<file path="config.mk">
export PLATFORM = sky130hd
export DESIGN_NAME = uart_rx
export DESIGN_NICKNAME = d
export VERILOG_FILES = /design/src/rtl/uart_rx.sv
export SDC_FILE = /design/constraint.sdc
export NUM_CORES = 1
export LEC_CHECK = 0
export ABC_AREA = 1
export CAP_MARGIN = 5
export CELL_PAD_IN_SITES_DETAIL_PLACEMENT = 1
export CELL_PAD_IN_SITES_GLOBAL_PLACEMENT = 2
export CORE_MARGIN = 5
export CORE_UTILIZATION = 25
export DETAILED_ROUTE_END_ITERATION = 12
export PLACE_DENSITY_LB_ADDON = 0.1
export SLEW_MARGIN = 20
export SYNTH_ARGS = -nofsm -noshare
export SYNTH_HDL_FRONTEND = slang
export SYNTH_SLANG_ARGS = --single-unit
</file>
<file path="constraint.sdc">
create_clock -name clk -period 1.4 [get_ports clk]
set_input_delay 0.28 -clock clk [delete_from_list [all_inputs] [get_ports clk]]
set_output_delay 0.28 -clock clk [all_outputs]
set_load 0.02 [all_outputs]
</file>
<file path="src/rtl/uart_rx.sv">
`default_nettype none
// ============================================================================
//  Module   : uart_rx
//  Purpose  : Asynchronous serial receiver. Recovers frames of one start bit,
//             DATA_WIDTH data bits (LSB first), an optional parity bit and
//             STOP_BITS stop bits, and presents each word with a one-cycle
//             valid strobe plus parity and framing error flags.
//  Revision : 1.0  initial release
// ============================================================================
module uart_rx #(
    parameter int DATA_WIDTH = 8,
    parameter int STOP_BITS  = 1,
    parameter int PARITY     = 1,
    parameter int EVEN       = 1,
    parameter int PRESCALER  = 15
) (
    input  logic                  clk,
    input  logic                  rst,
    input  logic                  rx,
    output logic [DATA_WIDTH-1:0] rxd,
    output logic                  rxv,
    output logic                  perr,
    output logic                  ferr,
    output logic                  active
);

    localparam int c_HALF = PRESCALER / 2;
    localparam int c_PW   = $clog2(PRESCALER);
    localparam int c_N    = 1 + DATA_WIDTH + PARITY + STOP_BITS;
    localparam int c_BW   = $clog2(c_N + 1);

    localparam logic [c_PW-1:0] c_HALF_V    = c_PW'(c_HALF);
    localparam logic [c_PW-1:0] c_WRAP_V    = c_PW'(PRESCALER - 1);
    localparam logic [c_BW-1:0] c_LAST_DATA = c_BW'(DATA_WIDTH - 1);
    localparam logic [c_BW-1:0] c_LAST_STOP = c_BW'(STOP_BITS - 1);
    // Odd parity expects the XOR of data and parity bit to be 1.
    localparam logic            c_ODD       = (EVEN == 0);

    typedef enum logic [2:0] {
        S_IDLE  = 3'd0,
        S_START = 3'd1,
        S_DATA  = 3'd2,
        S_PAR   = 3'd3,
        S_STOP  = 3'd4
    } state_t;

    state_t                r_state;
    state_t                w_state_next;
    logic                  r_rx_meta;
    logic                  r_rx_s;
    logic                  r_rx_s_d;
    logic [c_PW-1:0]       r_psk_ctr;
    logic [c_BW-1:0]       r_bit_ctr;
    logic [DATA_WIDTH-1:0] r_shift;
    logic                  r_par_acc;
    logic                  r_perr_nxt;
    logic                  r_ferr_nxt;
    logic                  w_edge;
    logic                  w_sample;
    logic                  w_wrap;
    logic                  w_frame_done;

    // Only a high-to-low transition starts a frame, so a stuck-low line
    // cannot retrigger the receiver.
    assign w_edge   = r_rx_s_d & ~r_rx_s;
    assign w_sample = (r_state != S_IDLE) && (r_psk_ctr == c_HALF_V);
    assign w_wrap   = (r_state != S_IDLE) && (r_psk_ctr == c_WRAP_V);
    assign active   = (r_state != S_IDLE);

    // Two-flop synchronizer plus one delay stage for edge detection; idle high.
    always_ff @(posedge clk) begin
        if (rst) begin
            r_rx_meta <= 1'b1;
            r_rx_s    <= 1'b1;
            r_rx_s_d  <= 1'b1;
        end else begin
            r_rx_meta <= rx;
            r_rx_s    <= r_rx_meta;
            r_rx_s_d  <= r_rx_s;
        end
    end

    // Frame state register.
    always_ff @(posedge clk) begin
        if (rst) begin
            r_state <= S_IDLE;
        end else begin
            r_state <= w_state_next;
        end
    end

    // Next-state decode; the last stop sample returns to idle at once so a
    // back-to-back start edge is caught within half a bit.
    always_comb begin
        w_state_next = r_state;
        w_frame_done = 1'b0;
        case (r_state)
            S_IDLE: begin
                if (w_edge) begin
                    w_state_next = S_START;
                end
            end
            S_START: begin
                if (w_sample && r_rx_s) begin
                    w_state_next = S_IDLE;
                end else if (w_wrap) begin
                    w_state_next = S_DATA;
                end
            end
            S_DATA: begin
                if (w_wrap && (r_bit_ctr == c_LAST_DATA)) begin
                    w_state_next = (PARITY != 0) ? S_PAR : S_STOP;
                end
            end
            S_PAR: begin
                if (w_wrap) begin
                    w_state_next = S_STOP;
                end
            end
            S_STOP: begin
                if (w_sample && (r_bit_ctr == c_LAST_STOP)) begin
                    w_state_next = S_IDLE;
                    w_frame_done = 1'b1;
                end
            end
            default: begin
                w_state_next = S_IDLE;
            end
        endcase
    end

    // Bit timing, data capture, error accumulation and output registers.
    always_ff @(posedge clk) begin
        if (rst) begin
            r_psk_ctr  <= '0;
            r_bit_ctr  <= '0;
            r_shift    <= '0;
            r_par_acc  <= 1'b0;
            r_perr_nxt <= 1'b0;
            r_ferr_nxt <= 1'b0;
            rxd        <= '0;
            rxv        <= 1'b0;
            perr       <= 1'b0;
            ferr       <= 1'b0;
        end else begin
            rxv <= w_frame_done;

            if (r_state == S_IDLE) begin
                r_psk_ctr <= '0;
            end else if (w_wrap) begin
                r_psk_ctr <= '0;
            end else begin
                r_psk_ctr <= r_psk_ctr + c_PW'(1);
            end

            // Counts bits within the current phase; cleared on every transition.
            if (r_state != w_state_next) begin
                r_bit_ctr <= '0;
            end else if (w_wrap) begin
                r_bit_ctr <= r_bit_ctr + c_BW'(1);
            end

            if ((r_state == S_IDLE) && w_edge) begin
                r_par_acc  <= 1'b0;
                r_perr_nxt <= 1'b0;
                r_ferr_nxt <= 1'b0;
            end

            if (w_sample) begin
                case (r_state)
                    S_DATA: begin
                        r_shift   <= {r_rx_s, r_shift[DATA_WIDTH-1:1]};
                        r_par_acc <= r_par_acc ^ r_rx_s;
                    end
                    S_PAR: begin
                        r_perr_nxt <= r_par_acc ^ r_rx_s ^ c_ODD;
                    end
                    S_STOP: begin
                        if (!r_rx_s) begin
                            r_ferr_nxt <= 1'b1;
                        end
                    end
                    default: begin
                    end
                endcase
            end

            // The final stop sample is folded in directly since its
            // accumulator update lands in the same edge.
            if (w_frame_done) begin
                rxd  <= r_shift;
                perr <= r_perr_nxt;
                ferr <= r_ferr_nxt | ~r_rx_s;
            end
        end
    end

endmodule
`default_nettype wire

</file>
# After elaboration in Yosys (flattened, before gate mapping)
# Cells that the tools add are included.
# Widths: inputs -> output; s select.
dict set report totals {
  ff_bits 36
  input_bits 3
  word_cells 59
}
dict set report op_classes {
  n_mux 19
  eq_ne 8
  addsub 2
  bitwise 4
  reduce_logical 12
}
# op n
set ops {}
lappend ops {{$mux 3} 6}
lappend ops {{$pmux 3 s5} 1}
lappend ops {{$mux 1} 12}
lappend ops {{$add 4x1->4 const B} 2}
lappend ops {{$eq 4x3->1 const B} 2}
lappend ops {{$eq 3x2->1 const B} 2}
lappend ops {{$logic_and 1x1->1} 6}
lappend ops {{$eq 4x4->1 const B} 1}
lappend ops {{$logic_not 4->1} 1}
lappend ops {{$eq 3x1->1 const B} 1}
lappend ops {{$eq 3x3->1 const B} 1}
lappend ops {{$logic_not 3->1} 1}
lappend ops {{$ne 3x3->1} 1}
lappend ops {{$reduce_bool 3->1} 1}
lappend ops {{$reduce_or 3->1} 1}
lappend ops {{$reduce_and 2->1} 1}
lappend ops {{$reduce_or 2->1} 1}
lappend ops {{$and 1x1->1} 1}
lappend ops {{$not 1->1} 1}
lappend ops {{$or 1x1->1} 1}
lappend ops {{$xor 1x1->1} 1}

# Logic depth before layout (Yosys ltp)
# Gate-level depths: netlist of the first run.
dict set report depth {
  ltp_word 7
  mapped_depth 11
  ltp_nobuf 11
}

# Least setup slack after synthesis of the first run
# OpenSTA, ideal clock, no wires.
dict set report synth_timing {
  kind {flip-flop to flip-flop}
  startpoint {register r_psk_ctr[0]}
  endpoint {register ferr}
  path_buffers 0
  t_required_ns 1.285
  arrival_time_ns 1.265
  synth_period_minus_slack_ns 1.380
  stages_incl_launch_ff 9
  path_slack_ns 0.020
  cell_sequence {dfxtp_1 -> ha_1 -> nand2_2 -> nor2_4 -> inv_1 -> nor2_1 -> nand2_1 -> o21ai_1 -> nor2_1}
}
dict set report synth_between {
  elab_chain_len 5
}
# item line_no
set synth_lines {}
lappend synth_lines {{start, declared} 52} ;# logic [c_PW-1:0] r_psk_ctr;
lappend synth_lines {{start signal, assigned} 153} ;# r_psk_ctr <= r_psk_ctr + c_PW'(1);
lappend synth_lines {{$eq 4x3->1} 66} ;# assign w_sample = (r_state != S_IDLE) && (r_psk_ctr == c_HALF_V);
lappend synth_lines {{$logic_and 1x1->1} 66}
lappend synth_lines {{$logic_and 1x1->1} 121} ;# if (w_sample && (r_bit_ctr == c_LAST_STOP)) begin
lappend synth_lines {{$mux 1} 121}
lappend synth_lines {{$mux 1} 97} ;# case (r_state)
lappend synth_lines {{end signal, assigned} 193} ;# ferr <= r_ferr_nxt | ~r_rx_s;
lappend synth_lines {{end, declared} 23} ;# output logic ferr,
# No other way between the ends.
# A chain may end at the register's enable or synchronous reset.

# Final worst setup path of the first run
dict set report layout_timing {
  startpoint {register r_psk_ctr[1]}
  endpoint {register rxd[7]}
}
dict set report layout_between {
  elab_chain_len 5
}
# item line_no
set layout_lines {}
lappend layout_lines {{$eq 4x3->1} 66}
lappend layout_lines {{$logic_and 1x1->1} 66}
lappend layout_lines {{$logic_and 1x1->1} 121}
lappend layout_lines {{$mux 1} 121}
lappend layout_lines {{$mux 1} 97}
lappend layout_lines {{end signal, assigned} 191} ;# rxd <= r_shift;
lappend layout_lines {{end, declared} 20} ;# output logic [DATA_WIDTH-1:0] rxd,
# No other way between the ends.

==> summary.txt, run 1 <==
SYNTH
-------------------------------------------------------------------------------------
Number of standard cells after synthesis                                          189
Number of nets produced by synthesis                                              196
Distinct cell type count of the synthesized netlist                                30
Cell area after synthesis                                                   1590 um^2
Count of state elements after synthesis                                            36
Sequential area share after synthesis                                           45.4%
Total of warnings raised by yosys                                                   0
Syn Area/Cell                                                               8.41 um^2
Area share of the largest cell type after synthesis                             45.4%
Dominant cell type by area after synthesis                                    dfxtp_1
Largest cells by area after synthesis                                    dfxtp_1 45%, nor2_1 7.3%, inv_1 6.1%

PLACED DESIGN
-------------------------------------------------------------------------------------
Detailed placer's ending HPWL                                                 2.87 mm
Placer Congestion                                                               0.839
Worst slack after detailed placement                                          -142 ps
Port bufs                                                                          14

CLOCK NETWORK
-------------------------------------------------------------------------------------
TritonCTS clock tree                                                             done
Hold_buf cts                                                                        0
Number of CTS-inserted buffers                                                      5
Number of levels in the clock H-tree                                                2
Clock-pin slew of the registers on the worst-case setup and hold paths          80 ps
Max Buffers Root-to-Sink                                                            2
Number of clock sinks seen by CTS                                                  36
Worst-Skew Late Latency                                                        290 ps
Root buffer cell                                                             clkbuf_8

GLOBAL ROUTE
-------------------------------------------------------------------------------------
Via count of the first global-routing pass                                      1,535
Wire length of the first global-routing pass                                  7.45 mm
Largest net degree at the start of global routing                                  16
Total congestion overflow                                                           0
Total GRT Usage                                                                 11.3%
Initial antenna violation count                                                     0

TIMING
-------------------------------------------------------------------------------------
Peak clock frequency supported by timing                                      688 MHz
Number of failing setup endpoints in the final timing report                       13
Setup skew after layout                                                       8.19 ps
Post-Route Hold Slack                                                          417 ps
Final worst slack                                                            -54.3 ps
Final Critical Period                                                         1450 ps
TNS Setup                                                                     -412 ps
Slew Limit Fails                                                                    0
Post-route fraction of the period consumed by the critical path                  104%
RSZ-0062 raised after global routing                                              yes
Count of final hold-check violations                                                0
Worst Max-Slew Pin Slew                                                        263 ps
Max-Slew Margin vs Limit                                                        82.4%

LAYOUT
-------------------------------------------------------------------------------------
Fin nets                                                                          243
Diodes inserted                                                                     0
Share of final-layout standard cells stronger than drive strength 1             41.4%
End-of-flow core utilization                                                    36.7%
Layout overhead on the synthesized area                                         45.0%

FLOORPLANNING
-------------------------------------------------------------------------------------
Height of the die                                                             89.7 um
Total I/O pin count                                                                15
Total die area                                                              8050 um^2
Initial cell density of the core                                                25.3%
Total core area                                                             6280 um^2
Cell row count                                                                     29
Die X                                                                         89.7 um

CRITICAL PATH
-------------------------------------------------------------------------------------
Biggest cell delay along the critical path                                     390 ps
Nature of the critical path startpoint                                       register
Critical Path Sink Type                                                      register
Arr. time, crit path                                                          1670 ps
Cell with the largest stage delay on the worst path                           dfxtp_4
List of cells traversed by the critical path                             ha_4 -> nand2_4 -> nor2_4 -> nand3_4 -> nor2_4 -> buf_12 -> nor2_2 -> a211oi_2
Required time worst endpoint                                                  1620 ps
Crit-path most repeated cell                                                   nor2_4
Reg2Reg Setup Slack                                                            -50 ps
Worst Setup Path Type                                                         reg2reg
Critical path fanouts, max                                                          8

ROUTE
-------------------------------------------------------------------------------------
Total detailed-routing wirelength                                             4.27 mm
Via/cell ratio                                                                   4.41
Routed wire length per instance                                               13.6 um
Number of detailed-route iterations in the first pass                               4
Vias after detailed routing                                                     1,386
Final ANT Viol Nets                                                                 0
1st-iter DRT viols                                                                 66
Remaining routing DRC violations                                                    0

RUN STATUS
-------------------------------------------------------------------------------------
Result of the run                                                        finished, violations left
Failing checks                                                           negative setup slack

PWR
-------------------------------------------------------------------------------------
Pwr/cell area                                                             833 nW/um^2
Overall power after layout                                                    1.92 mW
Leakage power                                                                0.975 nW
Max IR drop VDD                                                              0.455 mV

RUN
-------------------------------------------------------------------------------------
Max-capacitance violation count                                                     0

HOLD PATH
-------------------------------------------------------------------------------------
Worst min-delay path category                                                 reg2reg

kinds of logic after synthesis:
group | Yosys count | share of synthesized area, %
simple gates | 71 | 24.7
compound gates | 39 | 14.5
flops | 36 | 45.4
buf+inv | 33 | 8.82
xor+xnor | 5 | 2.76
fa+ha+maj | 4 | 3.15
mux | 1 | 0.709
Yosys cell counts:
master     n
nand3_1    9
o21ai_1    2
a211oi_1   8
o21ai_0   10
nor2_1    31
a21oi_1   15
mux2_2     1
nand2_4    2
dfxtp_1   36
a32oi_1    1
a31oi_1    1
xor2_1     5
nand2_2    3
nand3_4    1
buf_6      2
inv_1     26
inv_2      3
o21a_1     1
ha_1       4
nor2_4     5
nor3b_1    1
nor2_8     1
nor2_2     2
nand3_2    1
clkbuf_2   1
nand4_1    1
clkbuf_1   1
or2_2      3
a211oi_2   1
nand2_1   11
metrics by stage:
step | area [um^2] | std cells
2_1_floorplan | 1590 | 189
3_3_place_gp | 1930 | 293
3_5_place_dp | 1930 | 293
4_1_cts | 2230 | 313
5_1_grt | 2300 | 314
6_report | 2300 | 314
worst max-delay path: cells and delay by family, from the launching register on:
kind                     cells  cell delay, ps
AND/OR/NAND/NOR              5             510
flip-flops                   1             390
AO/OA/AOI/OAI                1             170
adder cells (fa/ha/maj)      1             150
buffers and inverters        1             150
final cells by class:
class                      instances  area, um^2
fill                             751        3970
multi-input combinational        123         912
sequential                        36         729
timing repair buffer              41         353
inverter                          29         119
tap                               77        96.3
clock buffer                       7        86.3
clock inverter                     1        7.51
registers in the layout, summed over array words and instances, names as in the netlist, 3 cells and up:
register and count:
r_state 3, rxd 8, r_shift 8, r_bit_ctr 4, r_psk_ctr 4
timing repair:
item	4_1_cts	5_1_grt
gates resized for setup	40	30
gates cloned	4	0
setup buffers	8	2
endpoints found under the setup margin	38	28
pin swaps	12	15
report_power, final:
group	total, mW	leakage, nW	switching [mW]	internal (mW)
registers	1.03	0.293	0.00578	1.03
clock network	0.785	0.0445	0.385	0.400
logic	0.101	0.638	0.0602	0.0409
layout by cell type, fill, tap and decap left out, drive strengths merged, types with 4 or more instances in the layout:
cell / n
a211oi: 9
a21oi: 15
buf: 28
clkbuf: 7
dfxtp: 36
dlygate4sd2: 11
ha: 4
inv: 29
nand2: 16
nand3: 11
nor2: 42
o21ai: 12
xor2: 5
final timing paths:
check,start,endpoint,cells after the start
worst min-delay path,r_rx_meta,r_rx_s,1
worst max-delay path,r_psk_ctr[1],rxd[7],8
worst max register to register,r_psk_ctr[1],rxd[7],8
worst min register to register,r_rx_meta,r_rx_s,1
metal layers:
layer	vias up	global-route usage (%)	routed length (um)
met5	-	0	0
met4	0	4.16	76
met3	5	3.09	131
met2	14	18.5	2070
met1	659	14.1	1990
li1	708	-	-
(Power assumes the default switching activity.)
==> run 2, diff against run 1 <==
--- a/config.mk
+++ b/config.mk
@@ -9,7 +9,6 @@
 export CAP_MARGIN = 5
 export CELL_PAD_IN_SITES_DETAIL_PLACEMENT = 1
 export CELL_PAD_IN_SITES_GLOBAL_PLACEMENT = 2
-export CORE_MARGIN = 5
 export CORE_UTILIZATION = 25
 export DETAILED_ROUTE_END_ITERATION = 12
 export PLACE_DENSITY_LB_ADDON = 0.1
==> run 2 against run 1 <==
The flow still finishes with violations (negative setup slack). Clock skew is 4.0 ps lower. Register-to-register slack worse by 40 ps. Count of clock-buffer cells in the layout unchanged. First-iteration DRC count down 64%. Highest routed layer unchanged.
==> summary.txt, run 2 (synthesis results as in run 1) <==
RUN STATUS
-------------------------------------------------------------------------------------
Result of the run                                                        finished, violations left   unchanged
Failing checks                                                           negative setup slack   unchanged

FLOORPLANNING
-------------------------------------------------------------------------------------
Height of the die                                                             81.7 um   was 89.7 um
Total die area                                                              6680 um^2   was 8050 um^2
Total I/O pin count                                                                15   unchanged
Die X                                                                         81.7 um   was 89.7 um
Total core area                                                             6030 um^2   was 6280 um^2
Initial cell density of the core                                                26.4%   was 25.3%
Cell row count                                                                     28   was 29

HOLD PATH
-------------------------------------------------------------------------------------
Worst min-delay path category                                                 reg2reg   unchanged

CLOCK NETWORK
-------------------------------------------------------------------------------------
Root buffer cell                                                             clkbuf_8   unchanged
Number of levels in the clock H-tree                                                2   unchanged
Number of clock sinks seen by CTS                                                  36   unchanged
Worst-Skew Late Latency                                                        290 ps   about the same
Max Buffers Root-to-Sink                                                            2   unchanged
TritonCTS clock tree                                                             done   unchanged
Clock-pin slew of the registers on the worst-case setup and hold paths          70 ps   was 80 ps
Number of CTS-inserted buffers                                                      5   unchanged

LAYOUT
-------------------------------------------------------------------------------------
Most frequent cells in the layout                                        32 x dfxtp_1, 24 x nor2_1, 22 x inv_1   was 33 x dfxtp_1, 24 x buf_4, 22 x inv_1
Diodes inserted                                                                     0   unchanged
Fin nets                                                                          239   was 243
Largest registers                                                        r_shift: 8 flops, rxd: 8 flops   unchanged
Share of final-layout standard cells stronger than drive strength 1             36.9%   was 41.4%
Commonest non-fill, non-tap cell in the layout                                dfxtp_1   unchanged
Final design area excluding fillers                                         2230 um^2   was 2300 um^2
Layout overhead on the synthesized area                                         40.1%   was 45.0%

PLACED DESIGN
-------------------------------------------------------------------------------------
Worst slack after detailed placement                                          -128 ps   was -142 ps
Placer Congestion                                                               0.721   was 0.839
Detailed placer's ending HPWL                                                 2.86 mm   was 2.87 mm
Port bufs                                                                          14   unchanged
Dpl cell area                                                               1930 um^2   about the same

PWR
-------------------------------------------------------------------------------------
Pwr/cell area                                                             855 nW/um^2   was 833 nW/um^2
Leakage power                                                                0.953 nW   was 0.975 nW
Max IR drop VDD                                                              0.342 mV   was 0.455 mV

TIMING
-------------------------------------------------------------------------------------
Worst Max-Slew Pin Slew                                                        277 ps   was 263 ps
Count of final hold-check violations                                                0   unchanged
Final Critical Period                                                         1500 ps   was 1450 ps
RSZ-0062 raised after global routing                                              yes   unchanged
Final worst slack                                                            -97.6 ps   was -54.3 ps
Setup skew after layout                                                       4.19 ps   was 8.19 ps
Max-Slew Margin vs Limit                                                        81.4%   was 82.4%
Slew Limit Fails                                                                    0   unchanged
Peak clock frequency supported by timing                                      668 MHz   was 688 MHz
Number of failing setup endpoints in the final timing report                       16   was 13
Post-route fraction of the period consumed by the critical path                  107%   was 104%
Post-Route Hold Slack                                                          415 ps   was 417 ps

CRITICAL PATH
-------------------------------------------------------------------------------------
Worst Setup Path Type                                                         reg2reg   unchanged
Nature of the critical path startpoint                                       register   unchanged
Critical path fanouts, max                                                          3   was 8
Arr. time, crit path                                                          1670 ps   about the same
Required time worst endpoint                                                  1580 ps   was 1620 ps
Critical Path Sink Type                                                      register   unchanged

ROUTE
-------------------------------------------------------------------------------------
Vias after detailed routing                                                     1,377   was 1,386
Via/cell ratio                                                                   4.47   was 4.41
Routed wire length per instance                                               13.8 um   was 13.6 um
Final ANT Viol Nets                                                                 0   unchanged
Total detailed-routing wirelength                                             4.24 mm   was 4.27 mm
Remaining routing DRC violations                                                    0   unchanged
1st-iter DRT viols                                                                 24   was 66
Number of detailed-route iterations in the first pass                               4   unchanged

GLOBAL ROUTE
-------------------------------------------------------------------------------------
Largest net degree at the start of global routing                                  16   unchanged
Wire length of the first global-routing pass                                  7.31 mm   was 7.45 mm
Total congestion overflow                                                           0   unchanged
Via count of the first global-routing pass                                      1,505   was 1,535
Initial antenna violation count                                                     0   unchanged
Total GRT Usage                                                                 14.9%   was 11.3%

RUN
-------------------------------------------------------------------------------------
Max-capacitance violation count                                                     0   unchanged

## run 2: worst max-delay path: stages (launching register included)
cell     delay (ps)
dfxtp_4         380
ha_4            150
nand2_4          60
nor2_4          170
nand3_4         110
buf_4           140
buf_4           130
a32oi_2         190
nor2_1           60
## run 2: per-stage QoR
step	std cells	TNS [ps]	util, %	power [mW]
detailed placement	291	-1860	32.1	1.14
global route	308	-2230	36.9	1.99
floorplan	189	0	-	1.10
global placement	291	-396	32.1	1.14
CTS	307	-500	36.1	1.93
finish	308	-572	36.9	1.90
## run 2: path summary, 6_finish.rpt
kind                start         end  slack (ps)  depth (start not counted)
min             r_rx_meta      r_rx_s         410                          1
max reg2reg  r_psk_ctr[1]  r_state[2]        -100                          8
min reg2reg     r_rx_meta      r_rx_s         410                          1
max          r_psk_ctr[1]  r_state[2]        -100                          8
## run 2: layer usage
metal / global-route usage (%) / vias to the layer above / wire (um) / part of all wire [%]
li1: - / 701 / - / -
met1: 17.8 / 655 / 1910 / 45
met2: 25.6 / 14 / 2150 / 51
met3: 3.00 / 7 / 97 / 2.3
met4: 6.84 / 0 / 77 / 1.8
met5: 0 / - / 0 / 0
## run 2: area by class of cell
type                       instances  area, um^2
sequential                        36         731
multi-input combinational        123         882
clock buffer                       7        86.3
inverter                          29         111
clock inverter                     1        7.51
timing repair buffer              37         314
fill                             732        3800
tap                               75        93.8
## run 2: power breakdown
| part | switching (mW) | internal, mW | total (mW) |
|---|---|---|---|
| combinational | 0.0520 | 0.0343 | 0.0864 |
| clock | 0.384 | 0.400 | 0.784 |
| sequential | 0.00593 | 1.03 | 1.03 |
| total | 0.442 | 1.46 | 1.90 |
## run 2: timing repair
item | in CTS | in global routing
gates cloned | 3 | 1
hold buffers | 0 | 0
setup endpoints to repair | 38 | 27
pin swaps | 11 | 14
buffers inserted | 5 | 2
resized for setup | 34 | 24
==> run 3, diff against run 2 <==
--- a/config.mk
+++ b/config.mk
@@ -7,11 +7,8 @@
 export LEC_CHECK = 0
 export ABC_AREA = 1
 export CAP_MARGIN = 5
-export CELL_PAD_IN_SITES_DETAIL_PLACEMENT = 1
-export CELL_PAD_IN_SITES_GLOBAL_PLACEMENT = 2
 export CORE_UTILIZATION = 25
 export DETAILED_ROUTE_END_ITERATION = 12
-export PLACE_DENSITY_LB_ADDON = 0.1
 export SLEW_MARGIN = 20
 export SYNTH_ARGS = -nofsm -noshare
 export SYNTH_HDL_FRONTEND = slang
==> run 3 against run 2 <==
The run still ends with negative setup slack left. Fmax up 5.4%. First-iteration DRC count up 120%. Cell area down 5.0%. Register-to-register slack improved by 80 ps. Largest power group unchanged. Die area did not move. Largest cell class unchanged. Clock power fell by 3.2%. Count of clock-buffer cells in the layout unchanged. Core utilization is 1.8 points lower. Clock skew grew 3.9 ps.
==> summary.txt, run 3 (synthesis results as in run 1) <==
RUN STATUS
-------------------------------------------------------------------------------------
Result of the run                                                        finished, violations left   unchanged
Failing checks                                                           negative setup slack   unchanged

TIMING
-------------------------------------------------------------------------------------
Number of failing setup endpoints in the final timing report                        6   was 16
Peak clock frequency supported by timing                                      704 MHz   was 668 MHz
TNS Setup                                                                    -59.7 ps   was -572 ps
Post-Route Hold Slack                                                          425 ps   was 415 ps
Final worst slack                                                            -20.8 ps   was -97.6 ps
Slew Limit Fails                                                                    0   unchanged
Count of final hold-check violations                                                0   unchanged
Worst Max-Slew Pin Slew                                                        263 ps   was 277 ps
Max-Slew Margin vs Limit                                                        82.4%   was 81.4%
Post-route fraction of the period consumed by the critical path                  101%   was 107%
Setup skew after layout                                                       8.10 ps   was 4.19 ps
Final Critical Period                                                         1420 ps   was 1500 ps
RSZ-0062 raised after global routing                                              yes   unchanged

CLOCK NETWORK
-------------------------------------------------------------------------------------
Clock-pin slew of the registers on the worst-case setup and hold paths          80 ps   was 70 ps
Number of clock sinks seen by CTS                                                  36   unchanged
Max Buffers Root-to-Sink                                                            2   unchanged
Number of CTS-inserted buffers                                                      5   unchanged
TritonCTS clock tree                                                             done   unchanged
Worst-Skew Late Latency                                                        280 ps   was 290 ps
Root buffer cell                                                             clkbuf_8   unchanged
Hold_buf cts                                                                        0   unchanged
Number of levels in the clock H-tree                                                2   unchanged

CRITICAL PATH
-------------------------------------------------------------------------------------
Biggest cell delay along the critical path                                     370 ps   was 380 ps
Required time worst endpoint                                                  1620 ps   was 1580 ps
Cell with the largest stage delay on the worst path                           dfxtp_4   unchanged
Arr. time, crit path                                                          1640 ps   was 1670 ps
Worst Setup Path Type                                                         reg2reg   unchanged
Critical path fanouts, max                                                          4   was 3
Critical Path Sink Type                                                      register   unchanged
Nature of the critical path startpoint                                       register   unchanged
List of cells traversed by the critical path                             inv_4 -> ha_4 -> nand2_4 -> nor2_4 -> nand2_4 -> nor2_4 -> nand2_2 -> nand4_1 -> nand3_4 -> nor2_1   was ha_4 -> nand2_4 -> nor2_4 -> nand3_4 -> buf_4 -> buf_4 -> a32oi_2 -> nor2_1
CP delay by family, top                                                  simple AND/OR/NAND/NOR gates   unchanged
Buf/Inv on CP                                                                       1   was 2

ROUTE
-------------------------------------------------------------------------------------
Final ANT Viol Nets                                                                 0   unchanged
Number of detailed-route iterations in the first pass                               4   unchanged
1st-iter DRT viols                                                                 53   was 24
Total detailed-routing wirelength                                             3.19 mm   was 4.24 mm
Via/cell ratio                                                                   4.32   was 4.47
Remaining routing DRC violations                                                    0   unchanged
Vias after detailed routing                                                     1,292   was 1,377
Routed wire length per instance                                               10.7 um   was 13.8 um

LAYOUT
-------------------------------------------------------------------------------------
Final non-filler cell total                                                       299   was 308
Fin nets                                                                          230   was 239
Most frequent cells in the layout                                        33 x dfxtp_1, 25 x nor2_1, 24 x inv_1   was 32 x dfxtp_1, 24 x nor2_1, 22 x inv_1
Largest registers                                                        r_shift: 8 flops, rxd: 8 flops   unchanged
Diodes inserted                                                                     0   unchanged
Share of final-layout standard cells stronger than drive strength 1             30.8%   was 36.9%
Commonest non-fill, non-tap cell in the layout                                dfxtp_1   unchanged
Layout overhead on the synthesized area                                         33.1%   was 40.1%

FLOORPLANNING
-------------------------------------------------------------------------------------
Height of the die                                                             81.7 um   unchanged
Initial cell density of the core                                                26.4%   unchanged
Total I/O pin count                                                                15   unchanged
Die X                                                                         81.7 um   unchanged
Cell row count                                                                     28   unchanged
Total die area                                                              6680 um^2   unchanged
Total core area                                                             6030 um^2   unchanged

PWR
-------------------------------------------------------------------------------------
Pwr/cell area                                                             889 nW/um^2   was 855 nW/um^2
Switch share                                                                    22.2%   was 23.2%
Internal power summed over all cells                                          1.46 mW   about the same
Max IR drop VDD                                                              0.584 mV   was 0.342 mV
Clock share of power                                                            40.4%   was 41.2%
Net switching component of the power                                         0.417 mW   was 0.442 mW
Power share of the combinational group                                           4.7%   was 4.5%
Overall power after layout                                                    1.88 mW   was 1.90 mW
Power share of the sequential group                                             54.9%   was 54.3%
Leakage power                                                                0.894 nW   was 0.953 nW

PLACED DESIGN
-------------------------------------------------------------------------------------
Worst slack after detailed placement                                          -118 ps   was -128 ps
Port bufs                                                                          14   unchanged
Placer Congestion                                                               0.827   was 0.721
Number of cells in the design after placement                                     288   was 291
Detailed placer's ending HPWL                                                 2.25 mm   was 2.86 mm

HOLD PATH
-------------------------------------------------------------------------------------
Worst min-delay path category                                                 reg2reg   unchanged

GLOBAL ROUTE
-------------------------------------------------------------------------------------
Wire length of the first global-routing pass                                  5.47 mm   was 7.31 mm
Total congestion overflow                                                           0   unchanged
Initial antenna violation count                                                     0   unchanged
Via count of the first global-routing pass                                      1,193   was 1,505
Largest net degree at the start of global routing                                  17   was 16
Total GRT Usage                                                                 10.8%   was 14.9%

RUN
-------------------------------------------------------------------------------------
Max-capacitance violation count                                                     0   unchanged

## run 3: path summary, 6_finish.rpt
path / start / end / slack, ps / cells past startpoint
worst max-delay path: r_psk_ctr[0] / r_bit_ctr[1] / -20 / 10
worst min-delay path: r_rx_meta / r_rx_s / 430 / 1
worst max register to register: r_psk_ctr[0] / r_bit_ctr[1] / -20 / 10
worst min register to register: r_rx_meta / r_rx_s / 430 / 1
## run 3: final cells by class
type                            count  area (um^2)
Fill cell                         638         3910
Multi-Input combinational cell    121          832
Tap cell                           75         93.8
Clock inverter                      1         7.51
Timing Repair Buffer               30          254
Inverter                           29          111
Clock buffer                        7         86.3
Sequential cell                    36          729
## run 3: power by group through the flow
stage	combinational, mW	sequential (mW)	clock, mW
after floorplan	0.0444	1.06	0
after global placement	0.0790	1.06	0
after detailed placement	0.0800	1.06	0
after CTS	0.0865	1.03	0.786
after global routing	0.0955	1.03	0.833
final	0.0879	1.03	0.759
## run 3: routing by layer
layer | global-route usage, % | vias to the layer above | part of all wire [%]
met4 | 5.26 | 0 | 2.1
met2 | 16.6 | 20 | 45
met3 | 2.78 | 6 | 4.1
li1 | - | 682 | -
met1 | 14.0 | 584 | 48
met5 | 0 | - | 0
## run 3: stage by stage
step | area [um^2] | util, %
2_1_floorplan | 1590 | -
3_3_place_gp | 1910 | 31.7
5_1_grt | 2110 | 35.1
6_report | 2110 | 35.1
4_1_cts | 2070 | 34.4
3_5_place_dp | 1910 | 31.7
## run 3: what timing repair did
item                       CTS  global route
pin swaps                    9            10
hold endpoints to repair     0             0
gates cloned                 1             0
gates resized for setup     33            12
setup endpoints to repair   39            27
setup buffers                0             2
